`config.mk`:
```
export PLATFORM = sky130hd
export DESIGN_NAME = regfile_operand_fetch
export DESIGN_NICKNAME = d
export VERILOG_FILES = /design/src/rtl/regfile_operand_fetch.sv
export SDC_FILE = /design/constraint.sdc
export NUM_CORES = 2
export LEC_CHECK = 0
export ABC_AREA = 0
export BUFFER_PORTS_ARGS = -buffer_cell sky130_fd_sc_hd__buf_2
export CORE_MARGIN = 5
export CORE_UTILIZATION = 56
export CTS_CLUSTER_DIAMETER = 200
export DETAILED_ROUTE_END_ITERATION = 8
export HOLD_SLACK_MARGIN = 0.08
export PLACE_DENSITY = 0.73
export SYNTH_ARGS = -nofsm -noshare
export SYNTH_HDL_FRONTEND = slang
export SYNTH_SLANG_ARGS = --single-unit
```
`constraint.sdc`:
```
create_clock -name clk -period 4.14 [get_ports clk]
set_clock_uncertainty 0.05 [all_clocks]
set_input_delay 0.207 -clock clk [delete_from_list [all_inputs] [get_ports clk]]
set_output_delay 0.207 -clock clk [all_outputs]
set_load 0.005 [all_outputs]
```
`src/rtl/regfile_operand_fetch.sv`:
```
// regfile_operand_fetch: register-file read stage with write-first bypass.
// Define SCOREBOARD_EN to add the read-after-write busy scoreboard driving hazard.
module regfile_operand_fetch #(
    parameter int DATA_W = 32,
    parameter int ADDR_W = 5,
    parameter int OPC_W  = 6
) (
    input  logic              clk,
    input  logic              reset_n,
    input  logic              dec_valid,
    input  logic [ADDR_W-1:0] dec_rs1,
    input  logic [ADDR_W-1:0] dec_rs2,
    input  logic [ADDR_W-1:0] dec_rd,
    input  logic [OPC_W-1:0]  dec_opcode,
    input  logic              stall,
    input  logic [DATA_W-1:0] din,
    input  logic [ADDR_W-1:0] rd_d3,
    input  logic [OPC_W-1:0]  opcode_d3,
    output logic [DATA_W-1:0] reg_rs1_d2,
    output logic [DATA_W-1:0] reg_rs2_d2,
    output logic              opd_valid_d2,
    output logic              hazard
);
    localparam int NUM_REGS = 2 ** ADDR_W;

    logic [DATA_W-1:0] regs_q [NUM_REGS];
    logic [DATA_W-1:0] rs1_q, rs1_d;
    logic [DATA_W-1:0] rs2_q, rs2_d;
    logic              vld_q, vld_d;
    logic              we;

    // Write-type opcodes: 1, 2 and 4..20 (STORE=3, NOP=0 and codes above 20 never write)
    function automatic logic is_wr(input logic [OPC_W-1:0] op);
        return (op != '0) && (op != OPC_W'(3)) && (op <= OPC_W'(20));
    endfunction

    assign we = is_wr(opcode_d3);

    // Register file storage; index 0 is never written so it stays zero
    always_ff @(posedge clk or negedge reset_n) begin
        if (!reset_n) begin
            for (int i = 0; i < NUM_REGS; i++) regs_q[i] <= '0;
        end else if (we && rd_d3 != '0) begin
            regs_q[rd_d3] <= din;
        end
    end

    // Next operand values: hold on stall, otherwise read with write-first bypass
    always_comb begin
        rs1_d = rs1_q;
        rs2_d = rs2_q;
        vld_d = vld_q;
        if (!stall) begin
            vld_d = dec_valid;
            rs1_d = (dec_rs1 == '0) ? '0 : (we && rd_d3 == dec_rs1) ? din : regs_q[dec_rs1];
            rs2_d = (dec_rs2 == '0) ? '0 : (we && rd_d3 == dec_rs2) ? din : regs_q[dec_rs2];
        end
    end

    // Stage-2 operand registers
    always_ff @(posedge clk or negedge reset_n) begin
        if (!reset_n) begin
            rs1_q <= '0;
            rs2_q <= '0;
            vld_q <= 1'b0;
        end else begin
            rs1_q <= rs1_d;
            rs2_q <= rs2_d;
            vld_q <= vld_d;
        end
    end

    assign reg_rs1_d2   = rs1_q;
    assign reg_rs2_d2   = rs2_q;
    assign opd_valid_d2 = vld_q;

`ifdef SCOREBOARD_EN
    logic [NUM_REGS-1:0] busy_q, busy_d;
    logic                set_busy;

    assign hazard   = dec_valid && ((dec_rs1 != '0 && busy_q[dec_rs1]) ||
                                    (dec_rs2 != '0 && busy_q[dec_rs2]));
    assign set_busy = dec_valid && !stall && !hazard && is_wr(dec_opcode) && dec_rd != '0;

    // Clear on writeback, then set for a newly issued producer so the newer one wins
    always_comb begin
        busy_d = busy_q;
        if (we) busy_d[rd_d3] = 1'b0;
        if (set_busy) busy_d[dec_rd] = 1'b1;
    end

    // Busy bitmap register
    always_ff @(posedge clk or negedge reset_n) begin
        if (!reset_n) busy_q <= '0;
        else busy_q <= busy_d;
    end
`else
    logic unused_dec;
    assign unused_dec = ^{dec_rd, dec_opcode};
    assign hazard     = 1'b0;
`endif
endmodule
```
==> impl_results.rst <==
.. list-table::
   :header-rows: 1

   * - Metric
     - Value
   * - Run status
     - finished clean
   * - Largest net degree at the start of global routing
     - 119
   * - Net count reported at finish
     - 3879
   * - CTS tree
     - done
   * - Average routed wire per standard cell
     - 32.1 µm
   * - Core Rows
     - 116
   * - Yosys warnings
     - 0
   * - Sum of overflow across all layers after global routing
     - 0
   * - Clk slew on worst S/H paths
     - 0.06 ns
   * - Synth Flop Type
     - sky130_fd_sc_hd__dfrtp_1
   * - Overall power after layout
     - 29.6 mW
   * - Post-route fraction of the period consumed by the critical path
     - 64.8%
   * - GR Util met2
     - 48.3%
   * - Synth Area per Inst
     - around 15 µm²
   * - Fraction of final layout cells with drive strength greater than 1
     - between 40% and 50%
   * - Syn nets
     - 3940
   * - Antenna-violating nets left
     - 0
   * - Gp weighted congestion
     - 0.850
   * - Final-layout setup total negative slack
     - 0 ns
   * - Pin slew with the least headroom to its limit
     - 1.21 ns
   * - Syn Inst Count
     - slightly below 4000
   * - Critical Path End Type
     - register
   * - Seq cells post-synth
     - 1089
   * - Starting DRT DRC Count
     - between 4000 and 5000
   * - MaxCap Viol Count
     - 0
   * - Worst setup slack for register-to-register paths
     - 1.70 ns
   * - Floorplan die width
     - between 300 and 400 µm
   * - Areal power density over the cells
     - 469 mW/mm²
   * - Worst relative slew slack
     - 19.4%
   * - Most crowded layer after global routing
     - met2
   * - Upper clock frequency limit
     - 0.373 GHz
   * - I/O Pins
     - 134
   * - Setup bufs post-CTS
     - 0
   * - Global-route wire length before repair
     - 255000 µm
   * - Setup violators final
     - 0
   * - Post-Synthesis Cell Area
     - 0.0568 mm²
   * - Starting utilization of the core area
     - between 50% and 60%
   * - Crit start category
     - input pin
   * - Total routing resource utilization after global routing
     - 31.5%
   * - Unrepaired setup endpoints after global routing
     - false
   * - Number of enable-type register cells in the synthesized netlist
     - 0
   * - Launching element of the worst setup path
     - dec_rs2[0]
   * - Fraction of synthesis flops using an asynchronous set or reset pin
     - 100%
   * - Vias
     - 37400
   * - Filler cell count
     - roughly 7400
   * - Area delta synth->final
     - 11.1%
   * - Number of H-tree branching levels
     - 3
   * - Post-route minimum period
     - about 2.7 ns
   * - Initial antenna violation count
     - 5
   * - Number of search-and-repair iterations in the first detailed-routing pass
     - 6
   * - Max-slew violation total from the final report
     - 0
   * - Max Buffers Root-to-Sink
     - 3
   * - Max Fanout on Critical Path
     - 36
   * - GRT met3 Usage
     - about 7.8%
   * - Leakage Power
     - approximately 28 nW
   * - Number of global-route vias before repair
     - 38800
   * - Overall die height
     - 328 µm
   * - Port Buf Inserts
     - 121
   * - Latest clock arrival within the worst-skew pair
     - approximately 0.7 ns
   * - Class of the tightest hold or removal check
     - in -> reg
   * - Sink Count
     - between 1000 and 1500
   * - Distinct cell type count after synthesis
     - 53
   * - Area of the core
     - between 0.1 and 0.15 mm²
   * - Data arrival time of the worst path
     - ~3.2 ns
   * - Number of CTS-inserted buffers
     - about 120
   * - Worst reg2reg path startpoint
     - regs_q[600]
   * - Buffer type at the clock tree root
     - sky130_fd_sc_hd__clkbuf_16
   * - Routed via count divided by cell count
     - 7.10
   * - Worst hold margin
     - 0.113 ns
   * - Hold path startpoint
     - din[27]
   * - Number of hold violations in the final report
     - 0
   * - Met1 track demand over resource in global routing
     - 44.5%
   * - Crit Path Category
     - in -> reg
   * - Critical path required time
     - 4.67 ns
   * - Die Area
     - 0.108 mm²
   * - Post-detail-place hpwl
     - 98900 µm
   * - Sequential-to-total area share from yosys stat
     - 48.0%
   * - Number of remaining DRC errors
     - 0
   * - Worst-case vdd ir drop
     - about 0.32 mV
   * - Total detailed-routing wirelength
     - 169000 µm
[stage by stage]
step	instances	utilization, %	setup WS, ns	cell area, µm²
2_1_floorplan	3872	-	1.85	56800
3_3_place_gp	5038	58.7	1.01	58900
4_1_cts	5261	62.8	1.48	63100
5_1_grt	5262	62.8	1.32	63100
3_5_place_dp	5038	58.7	0.995	58900
6_report	5265	62.8	1.46	63100
[logic make-up after synthesis]
kind of cell           synth area share, %
flip-flops                            48.0
AO/OA/AOI/OAI                         6.10
other                              0.00660
buffers and inverters                 3.48
XOR/XNOR                             0.154
AND/OR/NAND/NOR                       2.44
multiplexers                          39.8
[path summary, 6_finish.rpt]
path                             endpoint  cells after the start
min in group asynchronous     regs_q[414]                      2
setup reg to reg           reg_rs2_d2[24]                      6
max in group asynchronous     regs_q[810]                      3
hold reg to reg              regs_q[1009]                      0
hold / removal                regs_q[987]                      2
setup / recovery           reg_rs2_d2[24]                      9
[cell type report]
cell class	count	area [µm²]	area share (%)
diodes	4	10.0	0.0159
clock buffers	164	3380	5.36
clock inverters	46	693	1.10
inverters	9	33.8	0.0535
multi-input cells	2321	27800	44.1
flip-flops and latches	1089	27300	43.2
well taps	1357	1700	2.69
repair buffers	275	2230	3.53
[cell usage after synthesis (2+ instances only)]
cell | instances | area share (%)
sky130_fd_sc_hd__dfrtp_1 | 1089 | 48
sky130_fd_sc_hd__mux2_2 | 869 | 17
sky130_fd_sc_hd__mux4_2 | 475 | 19
sky130_fd_sc_hd__clkbuf_1 | 269 | 1.8
sky130_fd_sc_hd__a22oi_1 | 188 | 2.5
sky130_fd_sc_hd__buf_2 | 153 | 1.3
sky130_fd_sc_hd__nand2_1 | 134 | 0.89
sky130_fd_sc_hd__mux2_1 | 124 | 2.5
sky130_fd_sc_hd__a21oi_1 | 103 | 0.91
sky130_fd_sc_hd__mux2i_1 | 75 | 1.3
sky130_fd_sc_hd__o21ai_0 | 64 | 0.56
sky130_fd_sc_hd__and2_1 | 33 | 0.36
sky130_fd_sc_hd__nand3_1 | 33 | 0.29
sky130_fd_sc_hd__a2111o_1 | 31 | 0.61
sky130_fd_sc_hd__a221oi_1 | 30 | 0.46
sky130_fd_sc_hd__o221ai_1 | 30 | 0.46
sky130_fd_sc_hd__o211ai_1 | 29 | 0.38
sky130_fd_sc_hd__nor2_2 | 21 | 0.23
sky130_fd_sc_hd__buf_1 | 17 | 0.11
sky130_fd_sc_hd__buf_4 | 14 | 0.19
sky130_fd_sc_hd__nor2_1 | 11 | 0.073
sky130_fd_sc_hd__nor2b_1 | 9 | 0.099
sky130_fd_sc_hd__inv_1 | 8 | 0.053
sky130_fd_sc_hd__nand3b_1 | 8 | 0.11
sky130_fd_sc_hd__xor2_1 | 7 | 0.11
sky130_fd_sc_hd__nor3_1 | 4 | 0.035
sky130_fd_sc_hd__or3_1 | 4 | 0.044
sky130_fd_sc_hd__nand4_1 | 3 | 0.033
sky130_fd_sc_hd__o311ai_0 | 3 | 0.046
sky130_fd_sc_hd__or4_1 | 3 | 0.040
sky130_fd_sc_hd__xnor2_1 | 3 | 0.046
sky130_fd_sc_hd__a22o_1 | 2 | 0.031
sky130_fd_sc_hd__nand2b_1 | 2 | 0.022
sky130_fd_sc_hd__nor4_4 | 2 | 0.075
sky130_fd_sc_hd__o21ai_1 | 2 | 0.018
sky130_fd_sc_hd__or2_2 | 2 | 0.022
sky130_fd_sc_hd__or3b_2 | 2 | 0.031
[repair_timing]
action,CTS,global route
hold buffers,13,0
endpoints found under the setup margin,0,0
hold endpoints to repair,133,0
gates resized for setup,0,0
[power by group]
| part | switching [mW] | internal, mW |
|---|---|---|
| clock network | 4.41 | 6.66 |
| registers | 1.27 | 12.3 |
| logic | 2.05 | 2.89 |
| total | 7.73 | 21.9 |
[critical path, stage by stage]
cell and delay (ns):
sky130_fd_sc_hd__buf_8 0.31, sky130_fd_sc_hd__buf_4 0.74, sky130_fd_sc_hd__mux4_2 0.60, sky130_fd_sc_hd__or3_1 0.31, sky130_fd_sc_hd__o21ai_0 0.08, sky130_fd_sc_hd__a21oi_1 0.10
sky130_fd_sc_hd__nand4_1 0.12, sky130_fd_sc_hd__o211ai_1 0.09, sky130_fd_sc_hd__dlygate4sd3_1 0.56
[per-layer routing]
layer	vias to the layer above	wire length, µm
li1	14900	-
met1	20000	67700
met2	2109	77600
met3	428	16900
met4	0	6660
met5	-	0
[placed cells by master (no fill, tap or decap), types with 4 or more instances in the layout]
cell and instances:
sky130_fd_sc_hd__o21ai_0 64, sky130_fd_sc_hd__bufinv_16 16, sky130_fd_sc_hd__buf_8 5, sky130_fd_sc_hd__clkbuf_16 115, sky130_fd_sc_hd__nand2_1 132, sky130_fd_sc_hd__clkbuf_8 32
sky130_fd_sc_hd__mux2_2 869, sky130_fd_sc_hd__a22oi_1 188, sky130_fd_sc_hd__mux2i_1 75, sky130_fd_sc_hd__buf_2 114, sky130_fd_sc_hd__diode_2 4, sky130_fd_sc_hd__nor2b_4 5
sky130_fd_sc_hd__mux2_1 124, sky130_fd_sc_hd__dlygate4sd3_1 13, sky130_fd_sc_hd__and2_1 32, sky130_fd_sc_hd__or3_1 4, sky130_fd_sc_hd__mux4_2 475, sky130_fd_sc_hd__clkinv_2 22
sky130_fd_sc_hd__nor2b_1 4, sky130_fd_sc_hd__a2111o_1 31, sky130_fd_sc_hd__a221oi_1 30, sky130_fd_sc_hd__o211ai_1 29, sky130_fd_sc_hd__nor2_1 5, sky130_fd_sc_hd__inv_1 8
sky130_fd_sc_hd__dfrtp_1 1089, sky130_fd_sc_hd__a21oi_1 103, sky130_fd_sc_hd__buf_4 112, sky130_fd_sc_hd__nand3_1 31, sky130_fd_sc_hd__o221ai_1 30, sky130_fd_sc_hd__xor2_1 7
sky130_fd_sc_hd__nor3_1 4, sky130_fd_sc_hd__buf_12 30, sky130_fd_sc_hd__nand3b_1 8, sky130_fd_sc_hd__nor2_4 27, sky130_fd_sc_hd__clkbuf_1 17
[flip-flops by register name (all words and copies together), names as in the netlist]
signal and count:
opd_valid_d2 1, reg_rs1_d2 32, reg_rs2_d2 32, regs_q 1024
Note: power is estimated with default switching activity, not from simulation.
